File: src/rtl/mb_rtu_pkg.sv
// Shared Modbus RTU transmit definitions: function/exception codes, CRC
// constants, read-size limit, FSM state encoding and frame classification.
// Latency: n/a (types and pure functions only). Backpressure: n/a.
package mb_rtu_pkg;

  localparam logic [7:0] FUN_RD_HOLDING  = 8'h03;
  localparam logic [7:0] FUN_RD_INPUT    = 8'h04;
  localparam logic [7:0] FUN_WR_SINGLE   = 8'h06;
  localparam logic [7:0] FUN_WR_MULTIPLE = 8'h10;

  localparam logic [7:0] EXC_FLAG        = 8'h80;
  localparam logic [7:0] EXC_ILLEGAL_FUN = 8'h01;
  localparam logic [7:0] EXC_ILLEGAL_VAL = 8'h03;

  localparam logic [15:0] CRC_INIT = 16'hFFFF;
  localparam logic [15:0] CRC_POLY = 16'hA001;

  localparam logic [15:0] MAX_READ_REGS = 16'd125;

  // Each state names the kind of byte currently on mb_txd.
  typedef enum logic [2:0] {
    IDLE,
    HEADER,
    PAYLOAD,
    CRC_LO,
    CRC_HI,
    DONE
  } state_e;

  typedef enum logic [1:0] {
    FRM_READ,
    FRM_WRITE,
    FRM_EXC
  } frame_kind_e;

  // Latched transmit request.
  typedef struct packed {
    logic [7:0]  fun;
    logic [15:0] addr;
    logic [15:0] num;
  } req_t;

  function automatic logic is_read_fun(input logic [7:0] fun);
    return (fun == FUN_RD_HOLDING) || (fun == FUN_RD_INPUT);
  endfunction

  function automatic frame_kind_e frame_kind(input req_t r);
    frame_kind_e k;
    k = FRM_EXC;
    if (is_read_fun(r.fun) && (r.num != 16'd0) && (r.num <= MAX_READ_REGS))
      k = FRM_READ;
    else if ((r.fun == FUN_WR_SINGLE) || (r.fun == FUN_WR_MULTIPLE))
      k = FRM_WRITE;
    return k;
  endfunction

  // A read code only lands in the exception path when the count is bad.
  function automatic logic [7:0] exc_code(input logic [7:0] fun);
    return is_read_fun(fun) ? EXC_ILLEGAL_VAL : EXC_ILLEGAL_FUN;
  endfunction

endpackage

File: src/rtl/mb_crc16.sv
// One-byte CRC-16/Modbus update (reflected, LSB first), purely combinational.
// Latency: 0 cycles. Backpressure: none.
// Ports: crc_in (running CRC), data (next byte), crc_out (CRC after data).
module mb_crc16 (
  input  logic [15:0] crc_in,
  input  logic [7:0]  data,
  output logic [15:0] crc_out
);
  import mb_rtu_pkg::*;

  logic [15:0] c;

  always_comb begin
    c = crc_in ^ {8'h00, data};
    for (int i = 0; i < 8; i++) begin
      c = c[0] ? ((c >> 1) ^ CRC_POLY) : (c >> 1);
    end
    crc_out = c;
  end

endmodule

File: src/rtl/mb_rtu_tx.sv
// Modbus RTU response framer: builds header, streams payload, appends CRC.
// Latency: first byte the cycle after tx_en_pulse; one byte per cycle after.
// Backpressure: none; reg_data must be valid whenever payload_req_o is high,
//   and tx_en_pulse is ignored while a frame is in flight.
// Ports: clk, rst_n (async, active HIGH), tx_en_pulse/mb_addr/mb_num/mb_fun
//   (request, latched at start), reg_data/payload_req_o (payload fetch),
//   mb_tx_en/mb_txd (byte stream), tx_done (end-of-frame pulse).
module mb_rtu_tx #(
  parameter logic [7:0] DEV_ADDR = 8'h01
) (
  input  logic        clk,
  input  logic        rst_n,
  input  logic        tx_en_pulse,
  input  logic [15:0] mb_addr,
  input  logic [15:0] mb_num,
  input  logic [7:0]  mb_fun,
  input  logic [7:0]  reg_data,
  output logic        payload_req_o,
  output logic        tx_done,
  output logic        mb_tx_en,
  output logic [7:0]  mb_txd
);
  import mb_rtu_pkg::*;

  state_e      state;
  req_t        req;
  req_t        req_in;
  logic [2:0]  hdr_idx;    // index of the header byte currently on mb_txd
  logic [7:0]  pay_left;   // payload bytes still to be sampled
  logic [15:0] crc;        // CRC over every byte sent so far

  frame_kind_e kind;
  logic [7:0]  hdr [0:7];
  logic [2:0]  hdr_last;
  logic        hdr_more;
  logic [7:0]  crc_dat;
  logic [15:0] crc_nxt;

  assign req_in = '{fun: mb_fun, addr: mb_addr, num: mb_num};

  // Header bytes derived from the latched request.
  always_comb begin
    kind     = frame_kind(req);
    hdr[0]   = DEV_ADDR;
    hdr[1]   = req.fun;
    hdr[2]   = 8'h00;
    hdr[3]   = 8'h00;
    hdr[4]   = 8'h00;
    hdr[5]   = 8'h00;
    hdr[6]   = 8'h00;
    hdr[7]   = 8'h00;
    hdr_last = 3'd2;
    case (kind)
      FRM_READ: begin
        hdr[2] = {req.num[6:0], 1'b0};   // byte count = 2 * registers
      end
      FRM_WRITE: begin
        hdr[2]   = req.addr[15:8];
        hdr[3]   = req.addr[7:0];
        hdr[4]   = req.num[15:8];
        hdr[5]   = req.num[7:0];
        hdr_last = 3'd5;
      end
      default: begin
        hdr[1] = req.fun | EXC_FLAG;
        hdr[2] = exc_code(req.fun);
      end
    endcase
  end

  assign hdr_more = (hdr_idx != hdr_last);

  // The byte about to be loaded into mb_txd, when it is a CRC-covered byte.
  always_comb begin
    crc_dat = reg_data;
    case (state)
      IDLE, DONE: crc_dat = DEV_ADDR;
      HEADER:     crc_dat = hdr_more ? hdr[hdr_idx + 3'd1] : reg_data;
      default:    crc_dat = reg_data;
    endcase
  end

  mb_crc16 u_crc (
    .crc_in  (crc),
    .data    (crc_dat),
    .crc_out (crc_nxt)
  );

  always_ff @(posedge clk or posedge rst_n) begin
    if (rst_n) begin
      state         <= IDLE;
      req           <= '0;
      hdr_idx       <= 3'd0;
      pay_left      <= 8'd0;
      crc           <= CRC_INIT;
      payload_req_o <= 1'b0;
      tx_done       <= 1'b0;
      mb_tx_en      <= 1'b0;
      mb_txd        <= 8'h00;
    end else begin
      tx_done <= 1'b0;
      case (state)
        // DONE accepts a start exactly like IDLE, giving back-to-back frames.
        IDLE, DONE: begin
          if (tx_en_pulse) begin
            req      <= req_in;
            hdr_idx  <= 3'd0;
            mb_tx_en <= 1'b1;
            mb_txd   <= crc_dat;
            crc      <= crc_nxt;
            state    <= HEADER;
          end else begin
            state <= IDLE;
          end
        end

        HEADER, PAYLOAD: begin
          if (state == HEADER && hdr_more) begin
            hdr_idx <= hdr_idx + 3'd1;
            mb_txd  <= crc_dat;
            crc     <= crc_nxt;
            // Loading the byte count: the payload request window opens with it.
            if (kind == FRM_READ && hdr_idx == 3'd1) begin
              payload_req_o <= 1'b1;
              pay_left      <= crc_dat;
            end
          end else if (payload_req_o) begin
            mb_txd        <= reg_data;
            crc           <= crc_nxt;
            pay_left      <= pay_left - 8'd1;
            payload_req_o <= (pay_left > 8'd1);
            state         <= PAYLOAD;
          end else begin
            mb_txd <= crc[7:0];
            state  <= CRC_LO;
          end
        end

        CRC_LO: begin
          mb_txd <= crc[15:8];
          state  <= CRC_HI;
        end

        CRC_HI: begin
          mb_txd   <= 8'h00;
          mb_tx_en <= 1'b0;
          tx_done  <= 1'b1;
          crc      <= CRC_INIT;
          state    <= DONE;
        end

        default: state <= IDLE;
      endcase
    end
  end

endmodule

File: config.mk
export PLATFORM = sky130hd
export DESIGN_NAME = mb_rtu_tx
export DESIGN_NICKNAME = d
export VERILOG_FILES = /design/src/rtl/mb_rtu_pkg.sv /design/src/rtl/mb_crc16.sv /design/src/rtl/mb_rtu_tx.sv
export SDC_FILE = /design/constraint.sdc
export NUM_CORES = 1
export LEC_CHECK = 0
export CAP_MARGIN = 5
export CORE_MARGIN = 2
export CORE_UTILIZATION = 30
export DETAILED_ROUTE_END_ITERATION = 12
export PLACE_DENSITY = 0.48
export RECOVER_POWER = 25
export SKIP_LAST_GASP = 1
export SYNTH_ARGS = -nofsm -noshare
export SYNTH_HDL_FRONTEND = slang
export SYNTH_SLANG_ARGS = --single-unit
File: constraint.sdc
create_clock -name clk -period 7 [get_ports clk]
set_clock_uncertainty 0.15 [all_clocks]
set_input_delay 1.4 -clock clk [delete_from_list [all_inputs] [get_ports clk]]
set_output_delay 1.4 -clock clk [all_outputs]
set_load 0.005 [all_outputs]
==> results of run 1 <==
## per-layer routing
metal	track usage, %	vias up
met4	6.70	0
met3	4.31	29
met5	0	-
li1	-	1876
met2	28.0	108
met1	22.6	1950
## sequential cells by signal, indices dropped and copies added (netlist names)
name           count
tx_done            1
payload_req_o      1
mb_tx_en           1
state              3
mb_txd             8
crc               16
req               40
hdr_idx            3
pay_left           8
## layout make-up
cell class | instances | area [sq um] | area share [%]
repair buffers | 68 | 663 | 11.2
multi-input cells | 357 | 2540 | 42.8
clock buffers | 12 | 246 | 4.15
clock inverters | 4 | 98.8 | 1.66
well taps | 216 | 270 | 4.55
inverters | 20 | 76.3 | 1.28
flip-flops and latches | 81 | 2050 | 34.4
## through the flow
| stage | std cells | instance area (sq um) | hold WS, ps |
|---|---|---|---|
| 3_5_place_dp | 742 | 5600 | 319 |
| 5_1_grt | 758 | 5950 | 351 |
| 4_1_cts | 758 | 5950 | 332 |
| 3_3_place_gp | 742 | 5600 | 320 |
| 6_report | 758 | 5950 | 323 |
| 2_1_floorplan | 483 | 4760 | 314 |
## power groups by stage
stage	sequential [uW]	clock (uW)	combinational, uW
4_1_cts	1030	568	1830
6_report	1030	553	1820
3_5_place_dp	1040	0	1820
3_3_place_gp	1030	0	1810
2_1_floorplan	901	0	1440
5_1_grt	1060	588	2010
## worst max-delay path, cell delays in order, from the launching register on
cell and delay (ps):
dfrtp_1 420, or4_4 610, a211oi_4 630, o211ai_2 260
buf_4 290, o31ai_4 320, xor2_1 370, xnor2_1 200
xnor3_2 410, xnor3_1 190, o22a_1 160
## cells by family after synthesis
kind of cell               after synthesis
AOI/OAI and AO/OA                      140
DFF                                     81
muxes                                   48
adders and majority gates                4
and+or+nand+nor                        139
xor gates and xnor gates                26
buffers and inverters                   45
## worst min path at each step
stage                 from          end  slack, ps  cells after the start
2_1_floorplan  pay_left[7]  pay_left[7]        310                      2
3_3_place_gp     mb_txd[1]    mb_txd[1]        320                      2
3_5_place_dp     mb_txd[1]    mb_txd[1]        320                      2
4_1_cts          mb_txd[1]    mb_txd[1]        330                      2
5_1_grt          mb_txd[1]    mb_txd[1]        350                      2
6_report         mb_txd[1]    mb_txd[1]        320                      2
## Yosys cell counts, drive strengths merged, types with 4 or more instances
library cell	number	area, sq um
nor2b	4	25.0
nor3	9	50.1
mux2i	11	110
o22ai	5	31.3
o22a	4	35.0
a31oi	7	43.8
ha	4	50.1
nand2	35	131
mux2	37	417
nor4	6	43.8
buf	6	36.3
clkbuf	19	71.3
nor2	51	191
a221o	10	100
dfrtp	65	1630
xor2	13	114
xnor2	11	96.3
a211oi	8	72.6
o211ai	7	57.6
nor3b	7	62.6
dfstp	16	420
a21oi	32	160
o21ai	37	189
o2111ai	5	43.8
inv	20	75.1
==> impl_metrics.env, run 1 <==
export IMPL_outcome="finished, final reports clean"
export IMPL_core_area_sq_um=15700
export IMPL_synth_compound_area_share_pct=21.0
export IMPL_num_antenna_cells=0
export IMPL_cts_inserted_buffers=9
export IMPL_synth_seq_cells=81
export IMPL_wl_met2_um=6540
export IMPL_synthMuxAreaShare_pct=11.1
export IMPL_top_layer_used="met4"
export IMPL_syn_area_sq_um=4760
export IMPL_start_util_pct=30.3
export IMPL_synth_cell_type_count=68
export IMPL_hold_buffers=0
export IMPL_leakagePower_uw=0.00232
export IMPL_port_buffers=61
export IMPL_netlist_instances=483
export IMPL_h_tree_depth=3
export IMPL_synth_top_family_by_area="compound AO/OA/AOI/OAI gates"
export IMPL_tritoncts="built"
export IMPL_fin_util_pct=37.8
export IMPL_antenna_found_initial=0
export IMPL_switching_share_pct=42.0
export IMPL_setup_worst_path_start_class="register"
export IMPL_slew_headroom_pct=30.6
export IMPL_final_common_cell="dfrtp_1"
export IMPL_cts_root_buf="clkbuf_16"
export IMPL_clk_latency_ps=350
export IMPL_seq_power_share_pct=30.2
export IMPL_internal_power_uw=1970
export IMPL_drc_errors=0
export IMPL_grt_setup_unrepaired="false"
export IMPL_grt_pass1_vias=3959
export IMPL_endpoint="crc[0]"
export IMPL_synth_flop_cell="dfrtp_1"
export IMPL_first_pass_iters=5
export IMPL_finalPower_uw=3400
export IMPL_hpwl_um=10300
export IMPL_wl_um=13700
export IMPL_vias=3963
export IMPL_path_class="reg2reg"
export IMPL_mostFrequentLayoutCells="dfrtp_1 (65), clkdlybuf4s50_1 (60), nor2_1 (51), mux2_2 (37), nand2_1 (35)"
export IMPL_grt_usage_pct=17.4
export IMPL_first_iter_violations=316
export IMPL_fin_crit_ps=4100
export IMPL_preCtsSetupSlack_ps=2940
export IMPL_die_y_um=130
export IMPL_io_pins=62
export IMPL_finalCritPeriodShare_pct=58.5
export IMPL_maxSlewViolCount=0
export IMPL_dieArea_sq_um=16900
export IMPL_grt_max_degree=82
export IMPL_clock_path_buffers=2
export IMPL_async_reset_ff_share_pct=100
export IMPL_tns_ps=0
export IMPL_ant_nets=0
export IMPL_layout_nets=592
export IMPL_synth_edf_count=0
export IMPL_power_clock_fraction_pct=16.3
export IMPL_r2r_end="crc[0]"
export IMPL_yosys_area_share_simple_pct=14.7
export IMPL_ys_seq_area_share_pct=43.0
export IMPL_peakVddDrop_mv=0.209
export IMPL_place_gp_congestion=0.848
export IMPL_fp_row_count=46
export IMPL_avgViaCountPerCell=5.23
export IMPL_met3_length_um=652
export IMPL_clkTransAtPathRegs_ps=60
export IMPL_power_density_nw_per_um2=571
export IMPL_fillerInstances=1614
export IMPL_rrSetupSlack_ps=2900
export IMPL_syn_to_final_growth_pct=24.8
export IMPL_synthXorXnorAreaFrac_pct=5.38
export IMPL_syn_nets=538
export IMPL_worst_endpoint_required_ps=7130
export IMPL_endpoint_kind="register"
export IMPL_die_w_um=130
export IMPL_cap_violations=0
export IMPL_setup_worst_path_start="req[35]"
export IMPL_final_layout_size_suffix_gt1_share_pct=17.5
export IMPL_p_comb_share_pct=53.5
export IMPL_hold_path_class="reg2reg"
export IMPL_yosysWarnings=0
export IMPL_crit_fanout=18
export IMPL_synth_area_per_cell_sq_um=9.86
export IMPL_wl_met1_um=6170
export IMPL_tightest_slew_ps=1040
export IMPL_yosys_area_share_adder_pct=1.05
export IMPL_reg2regPathDepth=10
export IMPL_grt_pass1_wl_um=22100
export IMPL_setup_viol=0
export IMPL_switchingPower_uw=1430
export IMPL_postCtsSetupRepairBufs=0
export IMPL_cts_resized_gates=0
export IMPL_wl_per_cell_um=18.1
export IMPL_grt_overflow=0
export IMPL_r2r_start="req[35]"
export IMPL_fmax_ghz=0.244
export IMPL_crit_arrival_ps=4220
export IMPL_hold_viol_final=0
export IMPL_fin_ws_ps=2900
export IMPL_cts_sinks=81
Power figures use the tool's default switching activity.
==> run 2, diff against run 1 <==
--- a/config.mk
+++ b/config.mk
@@ -9,7 +9,7 @@
 export CORE_MARGIN = 2
 export CORE_UTILIZATION = 30
 export DETAILED_ROUTE_END_ITERATION = 12
-export PLACE_DENSITY = 0.48
+export PLACE_DENSITY = 0.49
 export RECOVER_POWER = 25
 export SKIP_LAST_GASP = 1
 export SYNTH_ARGS = -nofsm -noshare
==> constraint.sdc (replaced) <==
create_clock -name clk -period 3.55 [get_ports clk]
set_clock_uncertainty 0.15 [all_clocks]
set_input_delay 0.71 -clock clk [delete_from_list [all_inputs] [get_ports clk]]
set_output_delay 0.71 -clock clk [all_outputs]
set_load 0.005 [all_outputs]
==> run 2 against run 1 <==
Against the previous run: the run now ends with max-capacitance violations, max-slew violations left; non-clock buffer count rose by 45; sequential cell count did not move; combinational power rose by 130%; critical path type unchanged; critical endpoint unchanged; largest power group unchanged.
==> impl_metrics.env, run 2 (synthesized netlist as in run 1, its figures left out) <==
export IMPL_mostFrequentLayoutCells="dfrtp_1 (64), clkdlybuf4s50_1 (60), nor2_1 (51), buf_4 (48), mux2_2 (37)"
export IMPL_tritoncts="built"
export IMPL_hold_viol_final=0
export IMPL_grt_max_degree=51
export IMPL_power_density_nw_per_um2=1130
export IMPL_leakagePower_uw=0.00255
export IMPL_first_iter_violations=186
export IMPL_avgViaCountPerCell=5.14
export IMPL_wl_per_cell_um=18.1
export IMPL_final_common_cell="dfrtp_1"
export IMPL_wl_um=14600
export IMPL_outcome="finished, violations left"
export IMPL_cts_root_buf="clkbuf_16"
export IMPL_cpPeakStageDelay_ps=600
export IMPL_die_w_um=130
export IMPL_clock_path_buffers=2
export IMPL_slew_headroom_pct=-29.8
export IMPL_violations="max-capacitance violations, max-slew violations"
export IMPL_syn_to_final_growth_pct=33.3
export IMPL_tightest_slew_ps=1940
export IMPL_vias=4127
export IMPL_fillerInstances=1551
export IMPL_place_area_sq_um=5920
export IMPL_io_pins=62
export IMPL_fmax_ghz=0.293
export IMPL_peakVddDrop_mv=0.503
export IMPL_largest_reg_flops=40
export IMPL_hold_path_class="reg2reg"
export IMPL_grt_overflow=0
export IMPL_antenna_found_initial=0
export IMPL_finalCritPeriodShare_pct=96.1
export IMPL_fin_util_pct=40.4
export IMPL_fp_row_count=46
export IMPL_num_antenna_cells=0
export IMPL_fin_area_sq_um=6350
export IMPL_endpoint_kind="register"
export IMPL_largest_register="req"
export IMPL_ant_nets=0
export IMPL_clk_latency_ps=350
export IMPL_cp_slowest_cell="or4_4"
export IMPL_cap_violations=1
export IMPL_layout_nets=637
export IMPL_dieArea_sq_um=16900
export IMPL_die_y_um=130
export IMPL_cts_inserted_buffers=9
export IMPL_core_area_sq_um=15700
export IMPL_hpwl_um=11200
export IMPL_grt_pass1_wl_um=23500
export IMPL_setup_viol=0
export IMPL_drc_errors=0
export IMPL_largest_registers="req (40), crc (16)"
export IMPL_place_gp_congestion=0.912
export IMPL_port_buffers=61
export IMPL_path_class="reg2reg"
export IMPL_grt_pass1_vias=4241
export IMPL_fin_crit_ps=3410
export IMPL_maxSlewViolCount=42
export IMPL_finalPower_uw=7150
export IMPL_first_pass_iters=5
export IMPL_final_layout_size_suffix_gt1_share_pct=25.9
export IMPL_crit_fanout=4
export IMPL_clkTransAtPathRegs_ps=60
export IMPL_crit_chain="or4_4, a2111o_1, o311ai_1, a31oi_1, o31ai_4, xor2_1, xnor2_1, xnor3_2, xnor3_1, o22a_1"
export IMPL_worst_endpoint_required_ps=3690
export IMPL_grt_usage_pct=18.2
export IMPL_h_tree_depth=3
export IMPL_grt_setup_unrepaired="false"
export IMPL_crit_arrival_ps=3550
export IMPL_start_util_pct=30.3
export IMPL_worst_path_buf_inv=0
export IMPL_cp_top_family="compound AO/OA/AOI/OAI gates"
export IMPL_setup_worst_path_start_class="register"
export IMPL_cts_sinks=81
-- run 2: changes by cell type in the layout (fill, tap and decap cells not counted), sizes merged --
| cell | before | now |
|---|---|---|
| bufinv | 3 | 0 |
| clkinv | 0 | 3 |
| buf | 7 | 51 |
| inv | 20 | 19 |
| clkbuf | 12 | 14 |
-- run 2: final cells by class --
| class | count | area [sq um] | area share [%] |
|---|---|---|---|
| inverters | 20 | 76.3 | 1.20 |
| clock buffers | 13 | 293 | 4.61 |
| clock inverters | 3 | 18.8 | 0.296 |
| multi-input cells | 357 | 2620 | 41.2 |
| flip-flops and latches | 81 | 2050 | 32.3 |
| repair buffers | 113 | 1030 | 16.2 |
| well taps | 216 | 270 | 4.26 |
-- run 2: through the flow --
step	std cells	setup slack, ps	setup TNS [ps]	hold slack [ps]
after CTS	797	35.0	0	344
after detailed placement	781	-27.3	-27.3	330
final	803	138	0	347
after floorplan	483	245	0	314
after global placement	781	36.4	0	314
after global routing	803	1.55	0	374
-- run 2: tightest hold or removal path, cell delays in order, from the launching register on --
cell and delay [ps]:
dfrtp_1 350, nand2_1 50, o21ai_0 70
-- run 2: final timing paths --
path                       slack, ps     endpoint  cells past startpoint       from
max                              140       crc[0]                     10    req[35]
min                              350    mb_txd[1]                      2  mb_txd[1]
max reg2reg                      140       crc[0]                     10    req[35]
min reg2reg                      350    mb_txd[1]                      2  mb_txd[1]
max in group asynchronous       1200       req[5]                      2      rst_n
min in group asynchronous       1150  pay_left[2]                      2      rst_n
-- run 2: power by group --
part | leakage (uW) | switching (uW) | internal (uW) | total (uW)
Clock | 0.000156 | 380 | 577 | 957
Sequential | 0.000949 | 490 | 1500 | 1990
Combinational | 0.00144 | 2120 | 2090 | 4210
-- run 2: what timing repair did --
item                       4_1_cts  5_1_grt
pin swaps                        0        6
setup endpoints to repair        1        3
gates resized for setup          1       14
buffers inserted                 0        6
hold buffers                     0        0
-- run 2: routing by layer --
metal | track usage [%] | vias to the layer above | share of wire (%)
met2 | 29.0 | 112 | 47
met5 | 0 | - | 0
met3 | 4.18 | 34 | 4.4
met4 | 9.11 | 0 | 3.8
met1 | 23.3 | 2003 | 45
li1 | - | 1978 | -
==> run 3, diff against run 2 <==
--- a/config.mk
+++ b/config.mk
@@ -6,12 +6,12 @@
 export NUM_CORES = 1
 export LEC_CHECK = 0
 export CAP_MARGIN = 5
-export CORE_MARGIN = 2
 export CORE_UTILIZATION = 30
 export DETAILED_ROUTE_END_ITERATION = 12
 export PLACE_DENSITY = 0.49
 export RECOVER_POWER = 25
 export SKIP_LAST_GASP = 1
+export SLEW_MARGIN = 20
 export SYNTH_ARGS = -nofsm -noshare
 export SYNTH_HDL_FRONTEND = slang
 export SYNTH_SLANG_ARGS = --single-unit
==> run 3 against run 2 <==
Against the previous run: die area down 3.1%; sequential cell count unchanged; critical endpoint unchanged; hold slack got worse by 5.0 ps; utilization increased by 1.6 points; largest cell class unchanged; sequential share of layout area decreased by 0.57 points; clock-buffer cell count is 2 lower; critical path depth up 1; cell count decreased by 0.12%; critical path type unchanged; the flow now finishes without violations; non-clock buffer count up 4; global-route usage is 0.50 points higher; via count stayed put; register-to-register slack got worse by 40 ps.
==> impl_metrics.env, run 3 (synthesized netlist as in run 1, its figures left out) <==
export IMPL_cts_inserted_buffers=9
export IMPL_setup_viol=0
export IMPL_grt_pass1_vias=4137
export IMPL_hold_buffers=0
export IMPL_die_w_um=128
export IMPL_hpwl_um=10800
export IMPL_wl_um=14300
export IMPL_grt_pass1_wl_um=23100
export IMPL_crit_fanout=5
export IMPL_core_area_sq_um=15400
export IMPL_fp_row_count=45
export IMPL_maxSlewViolCount=0
export IMPL_slew_headroom_pct=5.72
export IMPL_syn_to_final_growth_pct=35.6
export IMPL_wl_per_cell_um=17.8
export IMPL_hold_viol_final=0
export IMPL_finalCritPeriodShare_pct=97.1
export IMPL_clkTransAtPathRegs_ps=70
export IMPL_num_antenna_cells=0
export IMPL_largest_reg_flops=40
export IMPL_clock_path_buffers=2
export IMPL_peakVddDrop_mv=0.504
export IMPL_place_gp_congestion=0.841
export IMPL_dieArea_sq_um=16400
export IMPL_grt_overflow=0
export IMPL_layout_nets=641
export IMPL_clk_latency_ps=350
export IMPL_largest_registers="req (40), crc (16)"
export IMPL_vias=4127
export IMPL_tritoncts="built"
export IMPL_first_iter_violations=258
export IMPL_cap_violations=0
export IMPL_antenna_found_initial=0
export IMPL_dpl_cell_count=772
export IMPL_grt_max_degree=63
export IMPL_hold_slack_ps=342
export IMPL_hold_path_class="reg2reg"
export IMPL_final_common_cell="dfrtp_1"
export IMPL_endpoint_kind="register"
export IMPL_fin_cells=802
export IMPL_grt_usage_pct=18.7
export IMPL_ant_nets=0
export IMPL_die_y_um=128
export IMPL_worst_endpoint_required_ps=3690
export IMPL_tightest_slew_ps=1410
export IMPL_setup_worst_path_start_class="register"
export IMPL_outcome="finished, final reports clean"
export IMPL_cts_root_buf="clkbuf_16"
export IMPL_path_class="reg2reg"
export IMPL_fmax_ghz=0.290
export IMPL_io_pins=62
export IMPL_cts_sinks=81
export IMPL_grt_setup_unrepaired="true"
export IMPL_first_pass_iters=4
export IMPL_avgViaCountPerCell=5.15
export IMPL_mostFrequentLayoutCells="dfrtp_1 (64), clkdlybuf4s50_1 (60), nor2_1 (50), buf_4 (47), mux2_2 (37)"
export IMPL_power_density_nw_per_um2=1120
export IMPL_largest_register="req"
export IMPL_crit_arrival_ps=3580
export IMPL_start_util_pct=31.0
export IMPL_fin_crit_ps=3450
export IMPL_final_layout_size_suffix_gt1_share_pct=28.3
export IMPL_drc_errors=0
export IMPL_port_buffers=61
export IMPL_leakagePower_uw=0.00258
export IMPL_h_tree_depth=3
-- run 3: cell count changes in the layout (fill, tap and decap cells not counted), sizes merged --
cell	delta
buf	+4
clkbuf	-2
clkinvlp	+2
-- run 3: worst paths after layout --
| kind | from | endpoint | slack (ps) | cells past startpoint |
|---|---|---|---|---|
| hold / removal | mb_txd[1] | mb_txd[1] | 340 | 2 |
| setup reg to reg | req[35] | crc[0] | 100 | 11 |
| max in group asynchronous | rst_n | req[33] | 530 | 3 |
| min in group asynchronous | rst_n | pay_left[1] | 800 | 2 |
| setup / recovery | req[35] | crc[0] | 100 | 11 |
| hold reg to reg | mb_txd[1] | mb_txd[1] | 340 | 2 |
-- run 3: per-stage QoR --
step                      util (%)  cell area (sq um)  power [uW]  setup WS, ps  TNS (ps)
final                         42.0               6460        7230           102         0
after global routing          42.0               6460        7800         -47.6     -68.8
after CTS                     40.4               6210        6960          7.96         0
after detailed placement      38.3               5890        6000         -85.9     -94.7
after global placement        38.3               5890        5920          48.7         0
after floorplan                  -               4760        4610           245         0
-- run 3: where the power goes --
group / leakage [uW] / internal [uW] / switching [uW]
clock network: 0.000137 / 508 / 384
registers: 0.000950 / 1500 / 473
logic: 0.00149 / 2190 / 2180
total: 0.00258 / 4190 / 3040
-- run 3: area by class of cell --
type / instances / area, sq um
Clock buffer: 11 / 253
Clock inverter: 5 / 30.0
Fill cell: 1511 / 8910
Inverter: 20 / 76.3
Multi-Input combinational cell: 357 / 2720
Sequential cell: 81 / 2050
Tap cell: 211 / 264
Timing Repair Buffer: 117 / 1070
-- run 3: metal layers --
| metal | GRT usage (%) | wire length [um] | vias up |
|---|---|---|---|
| li1 | - | - | 1966 |
| met1 | 24.6 | 6490 | 2028 |
| met2 | 29.7 | 6740 | 96 |
| met3 | 3.92 | 578 | 37 |
| met4 | 8.30 | 449 | 0 |
| met5 | 0 | 0 | - |
-- run 3: timing repair --
item,CTS,global route
pin swaps,2,15
setup endpoints to repair,3,3
resized for setup,3,30
buffers inserted,2,12
-- run 3: worst max-delay path: stages (launching register included) --
cell	delay (ps)
dfrtp_1	410
or4_4	600
a211oi_4	340
buf_4	190
a221o_1	190
a21oi_1	70
o21ai_2	250
xor2_2	260
xnor2_2	160
xnor3_2	410
xnor3_1	190
o22a_1	160
